===== config.mk =====
export PLATFORM = sky130hd
export DESIGN_NAME = sevenseg_scan_rx
export DESIGN_NICKNAME = d
export VERILOG_FILES = /design/src/rtl/sevenseg_pkg.sv /design/src/rtl/seg7_to_code.sv /design/src/rtl/sevenseg_scan_rx.sv
export SDC_FILE = /design/constraint.sdc
export NUM_CORES = 1
export LEC_CHECK = 0
export CAP_MARGIN = 25
export CORE_MARGIN = 3
export CORE_UTILIZATION = 43
export DETAILED_ROUTE_END_ITERATION = 16
export PLACE_DENSITY = 0.7
export SYNTH_ARGS = -nofsm -noshare
export SYNTH_HDL_FRONTEND = slang
export SYNTH_HIERARCHICAL = 1
export SYNTH_SLANG_ARGS = --single-unit

===== constraint.sdc =====
create_clock -name clk -period 6.4 [get_ports clk]
set_input_delay 1.28 -clock clk [delete_from_list [all_inputs] [get_ports clk]]
set_output_delay 1.28 -clock clk [all_outputs]
set_load 0.01 [all_outputs]

===== src/rtl/sevenseg_pkg.sv =====
// Shared 7-segment character codes, segment patterns and mode numbers.
// The transmitter and the scan receiver both use these tables.
package sevenseg_pkg;

  localparam logic [3:0] CODE_SPACE   = 4'd10;
  localparam logic [3:0] CODE_C       = 4'd11;
  localparam logic [3:0] CODE_O       = 4'd12;
  localparam logic [3:0] CODE_H       = 4'd13;
  localparam logic [3:0] CODE_UNKNOWN = 4'd15;

  localparam logic [3:0] RET_128_DEF = 4'd0;
  localparam logic [3:0] RET_64_DEF  = 4'd1;
  localparam logic [3:0] RET_32_DEF  = 4'd2;
  localparam logic [3:0] RET_16_DEF  = 4'd3;
  localparam logic [3:0] COCHLEA_DEF = 4'd4;
  localparam logic [3:0] DIRECT_DEF  = 4'd5;
  localparam logic [3:0] RET_128_ALT = 4'd6;
  localparam logic [3:0] RET_64_ALT  = 4'd7;
  localparam logic [3:0] RET_32_ALT  = 4'd8;
  localparam logic [3:0] RET_16_ALT  = 4'd9;
  localparam logic [3:0] COCHLEA_ALT = 4'd10;
  localparam logic [3:0] DIRECT_ALT  = 4'd11;
  localparam logic [3:0] LAST_VALUE  = DIRECT_ALT;

  // Segment patterns are abcdefg with segment-on = 0.
  localparam logic [6:0] SEG_0     = 7'b0000001;
  localparam logic [6:0] SEG_1     = 7'b1001111;
  localparam logic [6:0] SEG_2     = 7'b0010010;
  localparam logic [6:0] SEG_3     = 7'b0000110;
  localparam logic [6:0] SEG_4     = 7'b1001100;
  localparam logic [6:0] SEG_5     = 7'b0100100;
  localparam logic [6:0] SEG_6     = 7'b1100000;
  localparam logic [6:0] SEG_7     = 7'b0001111;
  localparam logic [6:0] SEG_8     = 7'b0000000;
  localparam logic [6:0] SEG_9     = 7'b0001100;
  localparam logic [6:0] SEG_SPACE = 7'b1111111;
  localparam logic [6:0] SEG_C     = 7'b1110010;
  localparam logic [6:0] SEG_O     = 7'b1100010;
  localparam logic [6:0] SEG_H     = 7'b1101000;

  // Packs digit codes so digit k lands in [4k+3:4k].
  function automatic logic [15:0] pack_digits(input logic [3:0] d0, input logic [3:0] d1,
                                              input logic [3:0] d2, input logic [3:0] d3);
    return {d3, d2, d1, d0};
  endfunction

endpackage


===== src/rtl/seg7_to_code.sv =====
// Combinational abcdefg pattern to character code decoder; unknown
// patterns give CODE_UNKNOWN with known = 0.
module seg7_to_code
  import sevenseg_pkg::*;
(
  input  logic [6:0] seg,
  output logic [3:0] code,
  output logic       known
);

  always_comb begin
    code  = CODE_UNKNOWN;
    known = 1'b1;
    case (seg)
      SEG_0:     code = 4'd0;
      SEG_1:     code = 4'd1;
      SEG_2:     code = 4'd2;
      SEG_3:     code = 4'd3;
      SEG_4:     code = 4'd4;
      SEG_5:     code = 4'd5;
      SEG_6:     code = 4'd6;
      SEG_7:     code = 4'd7;
      SEG_8:     code = 4'd8;
      SEG_9:     code = 4'd9;
      SEG_SPACE: code = CODE_SPACE;
      SEG_C:     code = CODE_C;
      SEG_O:     code = CODE_O;
      SEG_H:     code = CODE_H;
      default:   known = 1'b0;
    endcase
  end

endmodule


===== src/rtl/sevenseg_scan_rx.sv =====
// Receiver for the scanned 4-digit 7-segment bus: rebuilds frames, qualifies
// repeated frames and decodes the displayed text back into the mode number.
module sevenseg_scan_rx
  import sevenseg_pkg::*;
#(
  parameter int MODE_BITS      = 4,
  parameter int SETTLE_CYCLES  = 16,
  parameter int STABLE_FRAMES  = 2,
  parameter int TIMEOUT_CYCLES = 21'h1fffff
) (
  input  logic                 clk,
  input  logic                 rst,
  input  logic [7:0]           i_7seg,
  input  logic [3:0]           i_strobe,
  input  logic                 err_clr,
  output logic [15:0]          digits,
  output logic [3:0]           dp_n,
  output logic                 frame_valid,
  output logic [MODE_BITS-1:0] mode,
  output logic                 mode_valid,
  output logic                 mode_change,
  output logic                 link_lost,
  output logic                 strobe_err,
  output logic                 seg_err
);

  logic [7:0]  seg_s1, seg_s2;
  logic [3:0]  stb_s1, stb_s2, stb_s3;
  logic [7:0]  settle_cnt;
  logic        captured;
  logic [20:0] to_cnt;
  logic [15:0] slot_codes;
  logic [3:0]  slot_dp;
  logic [3:0]  mask;
  logic [19:0] prev_frame;
  logic [3:0]  match_cnt;
  logic        mode_seen;

  logic        stb_change, capture_en, stb_onehot, slot_we, expire;
  logic        strobe_bad, seg_bad, frame_done, frame_same, publish;
  logic [3:0]  seg_code;
  logic        seg_known;
  logic [15:0] new_codes;
  logic [3:0]  new_dp, new_mask, match_next;
  logic [19:0] new_frame;
  logic [3:0]  dec_base;
  logic        dec_ok;
  logic [MODE_BITS-1:0] dec_mode;

  seg7_to_code u_dec (
    .seg   (seg_s2[6:0]),
    .code  (seg_code),
    .known (seg_known)
  );

  assign stb_change = (stb_s2 != stb_s3);
  assign capture_en = (settle_cnt == 8'd0) && !captured && !stb_change;
  assign stb_onehot = (stb_s2 != 4'd0) && ((stb_s2 & (stb_s2 - 4'd1)) == 4'd0);
  assign slot_we    = capture_en && stb_onehot;
  assign strobe_bad = capture_en && (stb_s2 != 4'd0) && !stb_onehot;
  assign seg_bad    = slot_we && !seg_known;
  // A strobe change in the expiry cycle reloads the timer instead.
  assign expire     = (to_cnt == 21'd0) && !stb_change;

  always_comb begin
    new_codes = slot_codes;
    new_dp    = slot_dp;
    new_mask  = mask;
    if (slot_we) begin
      for (int k = 0; k < 4; k++) begin
        if (stb_s2[k]) begin
          new_codes[4*k +: 4] = seg_code;
          new_dp[k]           = seg_s2[7];
        end
      end
      new_mask = mask | stb_s2;
    end
  end

  assign new_frame  = {new_codes, new_dp};
  assign frame_done = slot_we && (new_mask == 4'hf);
  // match_cnt == 0 means there is no previous frame to compare against.
  assign frame_same = (match_cnt != 4'd0) && (new_frame == prev_frame);
  assign match_next = !frame_same ? 4'd1 :
                      (match_cnt == 4'(STABLE_FRAMES)) ? match_cnt : 4'(match_cnt + 4'd1);
  assign publish    = frame_done && (match_next == 4'(STABLE_FRAMES));

  always_comb begin
    dec_base = RET_128_DEF;
    dec_ok   = 1'b1;
    dec_mode = '0;
    case (new_codes)
      pack_digits(CODE_SPACE, 4'd1, 4'd2, 4'd8):           dec_base = RET_128_DEF;
      pack_digits(CODE_SPACE, CODE_SPACE, 4'd6, 4'd4):     dec_base = RET_64_DEF;
      pack_digits(CODE_SPACE, CODE_SPACE, 4'd3, 4'd2):     dec_base = RET_32_DEF;
      pack_digits(CODE_SPACE, CODE_SPACE, 4'd1, 4'd6):     dec_base = RET_16_DEF;
      pack_digits(CODE_C, CODE_O, CODE_C, CODE_H):         dec_base = COCHLEA_DEF;
      pack_digits(4'd0, 4'd0, 4'd0, 4'd0):                 dec_base = DIRECT_DEF;
      default:                                             dec_ok   = 1'b0;
    endcase
    if (new_dp == 4'b1110)
      dec_mode = MODE_BITS'(dec_base + (RET_128_ALT - RET_128_DEF));
    else if (new_dp == 4'b1111)
      dec_mode = MODE_BITS'(dec_base);
    else
      dec_ok = 1'b0;
  end

  always_ff @(posedge clk or posedge rst) begin
    if (rst) begin
      seg_s1      <= '0;
      seg_s2      <= '0;
      stb_s1      <= '0;
      stb_s2      <= '0;
      stb_s3      <= '0;
      settle_cnt  <= '0;
      captured    <= 1'b0;
      to_cnt      <= '0;
      slot_codes  <= '0;
      slot_dp     <= '0;
      mask        <= '0;
      prev_frame  <= '0;
      match_cnt   <= '0;
      mode_seen   <= 1'b0;
      digits      <= '0;
      dp_n        <= 4'hf;
      frame_valid <= 1'b0;
      mode        <= '0;
      mode_valid  <= 1'b0;
      mode_change <= 1'b0;
      link_lost   <= 1'b1;
      strobe_err  <= 1'b0;
      seg_err     <= 1'b0;
    end else begin
      seg_s1 <= i_7seg;
      seg_s2 <= seg_s1;
      stb_s1 <= i_strobe;
      stb_s2 <= stb_s1;
      stb_s3 <= stb_s2;

      if (stb_change) begin
        settle_cnt <= 8'(SETTLE_CYCLES);
        captured   <= 1'b0;
        to_cnt     <= 21'(TIMEOUT_CYCLES);
      end else begin
        if (settle_cnt != 8'd0) settle_cnt <= settle_cnt - 8'd1;
        if (capture_en)         captured   <= 1'b1;
        if (to_cnt != 21'd0)    to_cnt     <= to_cnt - 21'd1;
      end

      mode_change <= 1'b0;
      if (expire) begin
        mask        <= '0;
        match_cnt   <= '0;
        link_lost   <= 1'b1;
        frame_valid <= 1'b0;
        mode_valid  <= 1'b0;
      end else if (slot_we) begin
        slot_codes <= new_codes;
        slot_dp    <= new_dp;
        if (frame_done) begin
          mask       <= '0;
          match_cnt  <= match_next;
          prev_frame <= new_frame;
          if (publish) begin
            digits      <= new_codes;
            dp_n        <= new_dp;
            frame_valid <= 1'b1;
            link_lost   <= 1'b0;
            if (dec_ok) begin
              mode        <= dec_mode;
              mode_valid  <= 1'b1;
              mode_seen   <= 1'b1;
              mode_change <= !mode_seen || (dec_mode != mode);
            end else begin
              mode_valid  <= 1'b0;
            end
          end
        end else begin
          mask <= new_mask;
        end
      end

      if (strobe_bad)   strobe_err <= 1'b1;
      else if (err_clr) strobe_err <= 1'b0;
      if (seg_bad)      seg_err    <= 1'b1;
      else if (err_clr) seg_err    <= 1'b0;
    end
  end

endmodule


# Word level (Yosys, flattened, before mapping)
# Index checks and enable logic that the tools add are counted.
# op_classes
n_reduce_logical	42
n_bitwise	3
add_sub_neg	5
eq_ne	26
n_mux	54
# ops
operator	count
4-bit 2-to-1 mux	16
4-bit case mux with 14 select lines	1
7-bit == test, second input constant	7
21-bit 2-to-1 mux	2
16-bit by 15-bit == test with 1-bit output, second input constant	2
16-bit == test, second input constant	2
1-bit 2-to-1 mux	31
21-bit zero test	1
21-bit nonzero test	1
21-bit by 1-bit subtractor with 21-bit output, second input constant	1
20-bit == test	1
16-bit by 14-bit == test with 1-bit output, second input constant	1
16-bit zero test	1
16-bit 2-to-1 mux	1
8-bit 2-to-1 mux	2
2-bit nonzero test	8
3-bit case mux with 5 select lines	1
7-bit by 4-bit == test with 1-bit output, second input constant	2
14-bit OR reduction	1
4-bit == test, second input constant	3
1-bit logical AND	11
4-bit by 2-bit == test with 1-bit output, second input constant	2
8-bit zero test	1
4-bit != test	2
other kinds (22)	29
# word_totals
out_inout_bits	30
word_cells	153
reg_bits	137

# Longest topological paths before layout
# Gate-level depths: netlist of the first run.
# logic_depth
word_depth	17
mapped_depth	20

# Cells and area by module
# The synthesis of the first run kept the hierarchy.
# by_module_without_submodules
module	area_per_inst_um2	instances	cells_each
sevenseg_scan_rx	6626.4	1	681
seg7_to_code	391.6	1	57

# Worst setup path after synthesis of the first run
# Ideal clock, no wire load.
# synth_path
path_type	register -> register
start	register seg_s2[5]
end	register mode_change
stages_incl_launch_ff	20
synth_period_minus_slack_ns	4.544
required_time_ns	6.318
setup_ns	0.082
arrival_time_ns	4.462
setup_slack_ns	1.856
cell_sequence	dfrtp_1 -> buf_6 -> or3_4 -> a211oi_2 -> o31ai_1 -> and2_4 -> a221o_1 -> clkbuf_1 -> or4b_1 -> a22oi_1 -> nand4_1 -> or4_1 -> buf_2 -> ha_1 -> inv_1 -> o21ai_0 -> or2_2 -> mux2_2 -> and4_1 -> a31oi_1
# synth_via
elab_chain_cells	15
elab_cells_between_ends	46
# synth_rtl
item	line_no	rtl
start, declared	sevenseg_scan_rx.sv:27	logic [7:0] seg_s1, seg_s2;
start signal, assigned	sevenseg_scan_rx.sv:136	seg_s2 <= seg_s1;
7-bit == test (tied with other cells)	seg7_to_code.sv:14	case (seg)
4-bit case mux with 14 select lines *	seg7_to_code.sv:14	
net seg_code[2]	sevenseg_scan_rx.sv:41	logic [3:0] seg_code;
4-bit 2-to-1 mux	sevenseg_scan_rx.sv:71	if (stb_s2[k]) begin
16-bit 2-to-1 mux *	sevenseg_scan_rx.sv:69	if (slot_we) begin
16-bit == test (tied with other cells)	sevenseg_scan_rx.sv:92	case (new_codes)
3-bit case mux with 5 select lines	sevenseg_scan_rx.sv:92	
4-bit by 3-bit adder with 4-bit output / 4-bit 2-to-1 mux (equally long branches)	sevenseg_scan_rx.sv:102, sevenseg_scan_rx.sv:103	
4-bit 2-to-1 mux	sevenseg_scan_rx.sv:101	if (new_dp == 4'b1110)
4-bit != test	sevenseg_scan_rx.sv:174	mode_change <= !mode_seen || (dec_mode != mode);
1-bit logical OR	sevenseg_scan_rx.sv:174	
1-bit 2-to-1 mux	sevenseg_scan_rx.sv:170	if (dec_ok) begin
1-bit 2-to-1 mux *	sevenseg_scan_rx.sv:165	if (publish) begin
1-bit 2-to-1 mux *	sevenseg_scan_rx.sv:161	if (frame_done) begin
1-bit 2-to-1 mux *	sevenseg_scan_rx.sv:158	end else if (slot_we) begin
1-bit 2-to-1 mux *	sevenseg_scan_rx.sv:152	if (expire) begin
end signal, assigned	sevenseg_scan_rx.sv:174	
end, declared	sevenseg_scan_rx.sv:21	output logic mode_change,
# Mark *: on every way through the listed nets, which the timed path passes. The rest lies on a longest branch.
# A chain may end at the register's enable or synchronous reset.

# Worst setup path in the final report of the first run
# layout_path
start	register seg_s2[3]
end	register mode_change
# The elaborated chain is that of the path after synthesis.

==> results of run 1 <==
worst min-delay path by stage:
| stage | to | startpoint | slack, ns | cells after the start |
|---|---|---|---|---|
| final | seg_s2[5] | seg_s1[5] | 0.35 | 0 |
| after global routing | seg_s2[4] | seg_s1[4] | 0.36 | 0 |
| after CTS | seg_s2[7] | seg_s1[7] | 0.35 | 0 |
| after detailed placement | seg_s2[7] | seg_s1[7] | 0.34 | 0 |
| after global placement | seg_s2[0] | seg_s1[0] | 0.33 | 0 |
| after floorplan | seg_s2[0] | seg_s1[0] | 0.33 | 0 |
state kept, by name, summed over array words and instances, names as in the netlist, 8 cells and up:
name / cells
seg_s1: 8
to_cnt: 21
settle_cnt: 8
digits: 16
slot_codes: 16
prev_frame: 20
seg_s2: 8
critical path: cells and delay by family, from the launching register on:
family | cells | cell delay [ns]
and+or+nand+nor | 7 | 2.66
AOI/OAI and AO/OA | 6 | 1.11
DFF | 1 | 0.54
adders and majority gates | 1 | 0.32
muxes | 1 | 0.26
buffers and inverters | 1 | 0.09
logic make-up (layout without fill, tap and decap cells):
logic type	Yosys count	count (layout)	synth area share, %
buffers and inverters	53	100	3.334
XOR/XNOR	40	40	4.992
flip-flops	137	137	48.94
multiplexers	26	26	3.922
adder cells (fa/ha/maj)	8	8	1.391
AND/OR/NAND/NOR	322	322	24.57
AO/OA/AOI/OAI	152	152	12.85
final cells by class:
| type | instances | area share, % |
|---|---|---|
| clock buffers | 19 | 5.522 |
| clock inverters | 13 | 1.449 |
| inverters | 17 | 0.8389 |
| multi-input cells | 548 | 41.02 |
| flip-flops and latches | 137 | 41.87 |
| well taps | 216 | 3.295 |
| repair buffers | 51 | 6.010 |
per-layer routing:
| layer | track usage [%] | routed length, um | vias up |
|---|---|---|---|
| met2 | 27.37 | 7072 | 149 |
| met1 | 26.83 | 7578 | 2628 |
| met3 | 4.645 | 764 | 30 |
| li1 | - | - | 2744 |
| met5 | 0 | 0 | - |
| met4 | 6.743 | 329 | 0 |
metrics by stage:
stage	total power, uW	utilization, %
after floorplan	969.8	-
after global placement	996.2	47.87
after detailed placement	997.3	47.87
after CTS	1938	51.45
after global routing	1990	51.45
final	1920	51.45
synth_stat cells (all sizes together), types with 5 or more instances:
master / n / area share [%]
a21o: 9 / 0.98
a21oi: 39 / 2.8
and2: 13 / 1.2
buf: 11 / 1.1
clkbuf: 25 / 1.3
dfrtp: 132 / 47
dfstp: 5 / 1.9
ha: 7 / 1.2
inv: 17 / 0.91
mux2: 12 / 1.9
mux2i: 14 / 2.0
nand2: 76 / 4.1
nand2b: 6 / 0.53
nand3: 40 / 2.9
nand4: 20 / 1.8
nand4b: 7 / 0.87
nor2: 59 / 3.2
nor2b: 12 / 1.1
nor3: 17 / 1.3
nor3b: 6 / 0.64
nor4: 22 / 2.2
nor4b: 5 / 0.62
o21ai: 69 / 4.9
o22ai: 7 / 0.62
or3: 13 / 1.2
or4: 8 / 0.91
xnor2: 27 / 3.4
xor2: 13 / 1.6
power groups by stage:
stage	Clock [uW]	Sequential (uW)	Combinational (uW)
2_1_floorplan	0	901	68.9
3_5_place_dp	0	911	86.5
3_3_place_gp	0	910	85.9
6_report	939	895	85.9
5_1_grt	996	897	97.4
4_1_cts	956	895	87.1
==> results.txt, run 1 <==
The critical path is of the reg2reg type. The initialized floorplan defines 46 standard-cell rows. Among all stages on the critical path, the largest delay is contributed by sky130_fd_sc_hd__nor2b_1.

Of the total power, the clock network draws 48.9%. Setup repair after global routing left no endpoint under its margin. Clock skew on the completed layout was measured at 0.006029 ns. Cell internal power was estimated by the tool at 1465 uW. Total vias in the final route: 5551. The count of nets left with antenna violations once routing finished came out at 0. The maximum number of pins on one net before global-route repair is 92, and the number of distinct library cells after synthesis is 68. In this run the tightest slew margin relative to its limit is 28.68%. Number of pins with negative max-slew slack in the final report: 0.

Walking the worst path, the cells encountered are and3b_2 > o2111ai_1 > o221ai_1 > nor2b_1 > a21o_2 > or4b_1 > a22oi_1 > nand4_1 > or4_1 > ha_1 > inv_1 > o21ai_0 > or2_2 > mux2_2 > and4_1 > a31oi_1. From synthesis to final layout, the design area changed by 16.88%. The critical path ends at mode_change. When the netlist entered floorplanning its net count stood at 760. The tools report the number of search-and-repair iterations in the first detailed-routing pass as 5. For this run, the slowest stage of the critical path takes 0.66 ns. The portion of total power attributed to sequential cells is 46.6%, and the count of non-filler cells in the finished layout is 1001. Global routing finished with a remaining overflow of 0.

STA classifies the critical path startpoint as a flip-flop. Number of global-route vias before repair: 5164. After detailed routing, the number of vias per cell comes to 5.545. Tracing the worst setup path back leads to its startpoint at seg_s2[3]. The peak supply drop was 0.1860 mV.

The count of pins on the block boundary is 45. The most common library cell in the layout ignoring fill and taps is sky130_fd_sc_hd__dfrtp_1. The sequential element share of the synthesized area is 48.94%.

STA classifies the critical path endpoint as a flip-flop. The congestion estimate from routability-driven global placement came to 0.9260. Including well taps, the total number of placed cells is 969. For the final routed database, the setup TNS stands at 0 ns. The total area of multi-input combinational cells is 0.003364 mm^2, and the part of the power in combinational logic is 4.5%.

The logs give 0 for the total of hold buffers inserted after clock tree synthesis and 0.003435 mm^2 for the area of all sequential standard cells. Counting cells, the worst reg-to-reg path comes to 16. Yosys printed 6 warnings. Across the run, the number of max-cap violations was 0. The later-pin clock latency in the skew report is 0.43 ns, and the worst hold-check slack is 0.3487 ns.

For this run, the leading register cell type out of synthesis is sky130_fd_sc_hd__dfrtp_1. In this run the critical register-to-register path is captured at mode_change. The library cells used most frequently in the layout, excluding fill and tap cells, are sky130_fd_sc_hd__dfrtp_1, sky130_fd_sc_hd__nand2_1, sky130_fd_sc_hd__nor2_1.

The count of final hold-check violations is 0, and the number of H-tree levels is 4. In this run the power density over the cells is 234.1 mW/mm^2. The count of buffers added on input and output ports is 44. The post-route netlist has 9.427% of its cells at a drive strength greater than 1. The die is 133.8 um tall. Averaged over all synthesized cells, the footprint is 9.509 um^2. For the worst setup path, the data required time is 6.75 ns. The layout has 1480 filler cells. For this run, asynchronously set or reset flops after synthesis account for 100.0%.

In the synthesized netlist, the number of instances is 738. After detailed routing, the number of remaining DRC violations is 0. Of all nets on the critical path, the largest fanout is 16. The run gives 18.63% as the overall global routing resource usage. The path category of the worst min-delay check was reg2reg. Based on the critical path, the design can be clocked at up to 197.9 MHz. The root buffer selected by CTS is sky130_fd_sc_hd__clkbuf_16. For this block, the routed nets add up to 15740 um of wire. At the pin with the least slew margin, the transition time is 1.055 ns. The register bit count reported by yosys is 137, and the register clock-pin slew on the reported worst setup and hold paths is 0.06 ns.

The post-placement cell area is 0.007631 mm^2. The flow ran to the end, and the final reports show no timing, DRC or antenna violations. The number of nets in the layout is 794, and the post-synthesis cell area is 0.007018 mm^2. The logs give 17 for the number of buffers created by CTS and 0 for the setup violation total in the final timing report.

The estimated wirelength of the detail-placed design was 11000 um; the setup fix buffers added after clock tree synthesis was 0. After detailed routing, the average wire length per cell comes to 15.73 um. The worst path meets setup with 1.347 ns of slack. Counting flops with a built-in enable in the synthesized netlist gives 0. The width of the chip is 133.8 um, and the post-route cell area is 0.008203 mm^2.

The analysis attributes to cell leakage a power of 0.003304 uW. Total core area: 0.01594 mm^2. Launching point of the worst reg2reg path: seg_s2[3]. The arrival time at the worst endpoint came out at 5.40 ns. Net switching is 23.73% of the power. CTS saw 137 sinks. The logs give 455.8 uW for the switching power total and 1.369 ns for the placement-stage worst setup slack.

TritonCTS built the clock tree. The first global-routing pass estimated 26700 um of wire. After layout, the worst path uses 78.96% of the clock period. After layout, the minimum clock period comes to 5.053 ns.

The die covers 0.01789 mm^2. The number of gates resized after CTS was 0. 0 antenna diodes ended up in the layout. The logs give 465 for the number of design-rule violations left by the first detailed-router iteration and 2 for the buffer depth of the longest clock path.

The setup check on the worst reg-to-reg path leaves a slack of 1.35 ns. For the number of antenna violations at the first check in global routing, the log shows 0. The initial utilization of the core area, before any placement, comes to 44.02%.
Note: power is estimated with default switching activity, not from simulation.
==> run 2, diff against run 1 <==
clock period = 4.9 ns   (was 6.4 ns; I/O delays follow)
==> run 2 against run 1 <==
Against the previous run:
- final cell count is 2.2% higher
- via count is 3.7% higher
- sequential power is 31% higher
- sequential share of layout area is 1.2 points lower
- hold slack worse by 0.0034 ns
- maximum frequency is 9.6% higher
- non-clock buffer count is 22 higher
- clock skew is 0.0043 ns higher
- core utilization is 1.5 points higher
- largest cell class unchanged
- die area stayed put
- combinational power is 55% higher
- critical endpoint unchanged
==> results.txt, run 2 (synthesis results as in run 1) <==
Clock-pin slew was measured on the worst setup and hold paths at 0.06 ns. For this run, the slowest stage of the critical path takes 0.56 ns. The share of the core filled with cells is 52.95%, and the effective utilization at floorplan is 44.02%. The detailed router finished its first iteration with 525 violations.

At the later pin of the worst-skew pair, clock insertion delay measures 0.43 ns. The run gives 0.01034 ns as the clock skew. The worst-margin pin slew is 0.8665 ns.

Setup repair after global routing left no endpoint under its margin. The most common library cell in the layout ignoring fill and taps is sky130_fd_sc_hd__dfrtp_1. The largest registers in the layout are to_cnt (21), prev_frame (20).

In the final routed layout, each cell accounts on average for 16.09 um. The library cells used most frequently in the layout, excluding fill and tap cells, are sky130_fd_sc_hd__dfrtp_1, sky130_fd_sc_hd__nand2_1, sky130_fd_sc_hd__nor2_1. The repair_antennas step left the layout with diodes totalling 0.

The tools report the total core area as 0.01594 mm^2. The worst setup path is captured at a flip-flop. The max capacitance violation total was 0; the number of buffer and inverter stages on the critical path was 1.

The kind of critical path is reg2reg. The clock tree synthesis step divided the H-tree into 4 levels. The analysis attributes to cell leakage a power of 0.003437 uW. At the end of the flow, the number of nets in the layout was 816. The total of hold buffers inserted after clock tree synthesis was 0. The final layout contains routed wiring with a total length of 16460 um.

The tree built by TritonCTS fans out to 137 sinks. Of the cells placed in the final design, the portion with a size suffix greater than 1 is 12.14%. The width of the chip works out to 133.8 um.

After routing, the total negative slack on setup checks comes to 0 ns. The standard cell with the maximum stage delay on the critical path was sky130_fd_sc_hd__or4_4. The min-delay analysis places its worst path in the category reg2reg. For this run the aggregate overflow at the end of global routing stands at 0. The placement-stage worst setup slack was 0.1340 ns; the time the worst path needs with I/O delays and setup was 4.610 ns.

The routed via count divided by cell count came out at 5.630. For the count of pins on the block boundary, the log shows 45. Grouping stages by cell kind, the critical path spends the most delay in simple AND/OR/NAND/NOR gates. For the count of final hold-check violations, the log shows 0.

The final worst slack is 0.2903 ns. The clock passes through at most 2 buffers. Estimated wirelength of the detail-placed design: 11430 um. The number of global-route vias before repair was 5442; the arrival time at the worst endpoint was 4.96 ns.

Entering global routing, the biggest net connects 113 pins. In this run the worst path has a maximum fanout of 5. Setup violation total in the final timing report: 0. The register with the highest flop count was to_cnt.

The total power divided by cell area came out at 309.5 mW/mm^2. Summing over every cut layer, the via total after detailed routing is 5759. In the routed design, unresolved DRC markers number 0.

The die is 133.8 um tall. The relative area change from synthesis to final layout was 20.29%. The number of antenna violations at the first check in global routing came out at 0. The final cycle utilization of the critical path works out to 94.08%. TritonCTS built the clock tree.

The number of antenna-violating nets in the routed design came out at 0. The headroom to the max-slew limit was 41.70%. Traced cell by cell, the critical path runs through or3_4 > a211oi_2 > o31ai_1 > and2_4 > a221o_1 > or4b_1 > a22oi_1 > nand4_1 > or4_4 > ha_1 > inv_1 > o21ai_0 > or2_2 > mux2_2 > and4_1 > a31oi_1. Clock tree synthesis inserted a total of 17 buffers.

For the number of pins with negative max-slew slack in the final report, the log shows 0. The run finished with clean final reports. The logs give 216.9 MHz for the upper clock frequency limit and 0.2417 mV for the peak supply drop.

Data on the critical path is required at its endpoint by 5.25 ns. The worst setup path is launched from a flip-flop. The flip-flop count of the largest register, all copies and words added is 21, and the global placer's final weighted congestion is 0.9656. Port buffering added 44 buffers.

The die covers 0.01789 mm^2. The initialized floorplan defines 46 standard-cell rows. The first global-routing pass estimated 27770 um of wire. Number of search-and-repair iterations in the first detailed-routing pass: 6.

The root buffer selected by CTS was sky130_fd_sc_hd__clkbuf_16. Global routing consumed, over all layers together, 19.42% of the routing resources.
## run 2: timing repair
| item | 4_1_cts | 5_1_grt |
|---|---|---|
| setup endpoints to repair | 0 | 1 |
| setup buffers | 0 | 3 |
| resized for setup | 0 | 3 |
## run 2: through the flow
step | cell area, um^2 | total power, uW | hold slack (ns) | cells
after floorplan | 7018 | 1267 | 0.3312 | 738
after global placement | 7766 | 1310 | 0.3340 | 987
after detailed placement | 7766 | 1312 | 0.3347 | 987
after CTS | 8382 | 2640 | 0.3479 | 1019
after global routing | 8442 | 2711 | 0.3507 | 1023
final | 8442 | 2613 | 0.3453 | 1023
## run 2: worst reg2reg max path, cell delays in order (launching register included)
cell	delay, ns
sky130_fd_sc_hd__dfrtp_2	0.43
sky130_fd_sc_hd__or3_4	0.37
sky130_fd_sc_hd__a211oi_2	0.23
sky130_fd_sc_hd__o31ai_1	0.14
sky130_fd_sc_hd__and2_4	0.19
sky130_fd_sc_hd__a221o_1	0.37
sky130_fd_sc_hd__or4b_1	0.53
sky130_fd_sc_hd__a22oi_1	0.18
sky130_fd_sc_hd__nand4_1	0.16
sky130_fd_sc_hd__or4_4	0.56
sky130_fd_sc_hd__ha_1	0.30
sky130_fd_sc_hd__inv_1	0.09
sky130_fd_sc_hd__o21ai_0	0.11
sky130_fd_sc_hd__or2_2	0.30
sky130_fd_sc_hd__mux2_2	0.25
sky130_fd_sc_hd__and4_1	0.20
sky130_fd_sc_hd__a31oi_1	0.12
## run 2: layer usage
layer / GRT usage, % / up-vias / share of wire [%]
met5: 0 / - / 0
met4: 6.629 / 0 / 1.8
met2: 29.31 / 189 / 46
met1: 26.96 / 2759 / 46
li1: - / 2776 / -
met3: 5.589 / 35 / 6.5
## run 2: report_power, final
| part | leakage, uW | switching (uW) | internal, uW |
|---|---|---|---|
| sequential | 0.00172 | 17.6 | 1150 |
| combinational | 0.00143 | 81.9 | 50.7 |
| clock | 0.000295 | 477 | 838 |
## run 2: path summary, 6_finish.rpt
path                       depth (start not counted)     endpoint       from  slack, ns
max                                               16  mode_change  seg_s2[6]       0.29
max in group asynchronous                          4      dp_n[3]        rst       3.06
min reg2reg                                        0    stb_s2[2]  stb_s1[2]       0.35
max reg2reg                                       16  mode_change  seg_s2[6]       0.29
min in group asynchronous                          2    seg_s1[6]        rst       0.82
min                                                0    stb_s2[2]  stb_s1[2]       0.35
## run 2: area by class of cell
type | instances | area, um^2
well taps | 216 | 270.3
repair buffers | 73 | 678.2
inverters | 17 | 68.82
clock buffers | 21 | 470.5
flip-flops and latches | 137 | 3436
clock inverters | 11 | 145.1
fillers | 1453 | 7501
multi-input cells | 548 | 3373
==> run 3, diff against run 2 <==
CTS_CLUSTER_DIAMETER = 30   (was default)
==> results of run 3 <==
Final layout, timing and power as in run 2 (identical DEF).
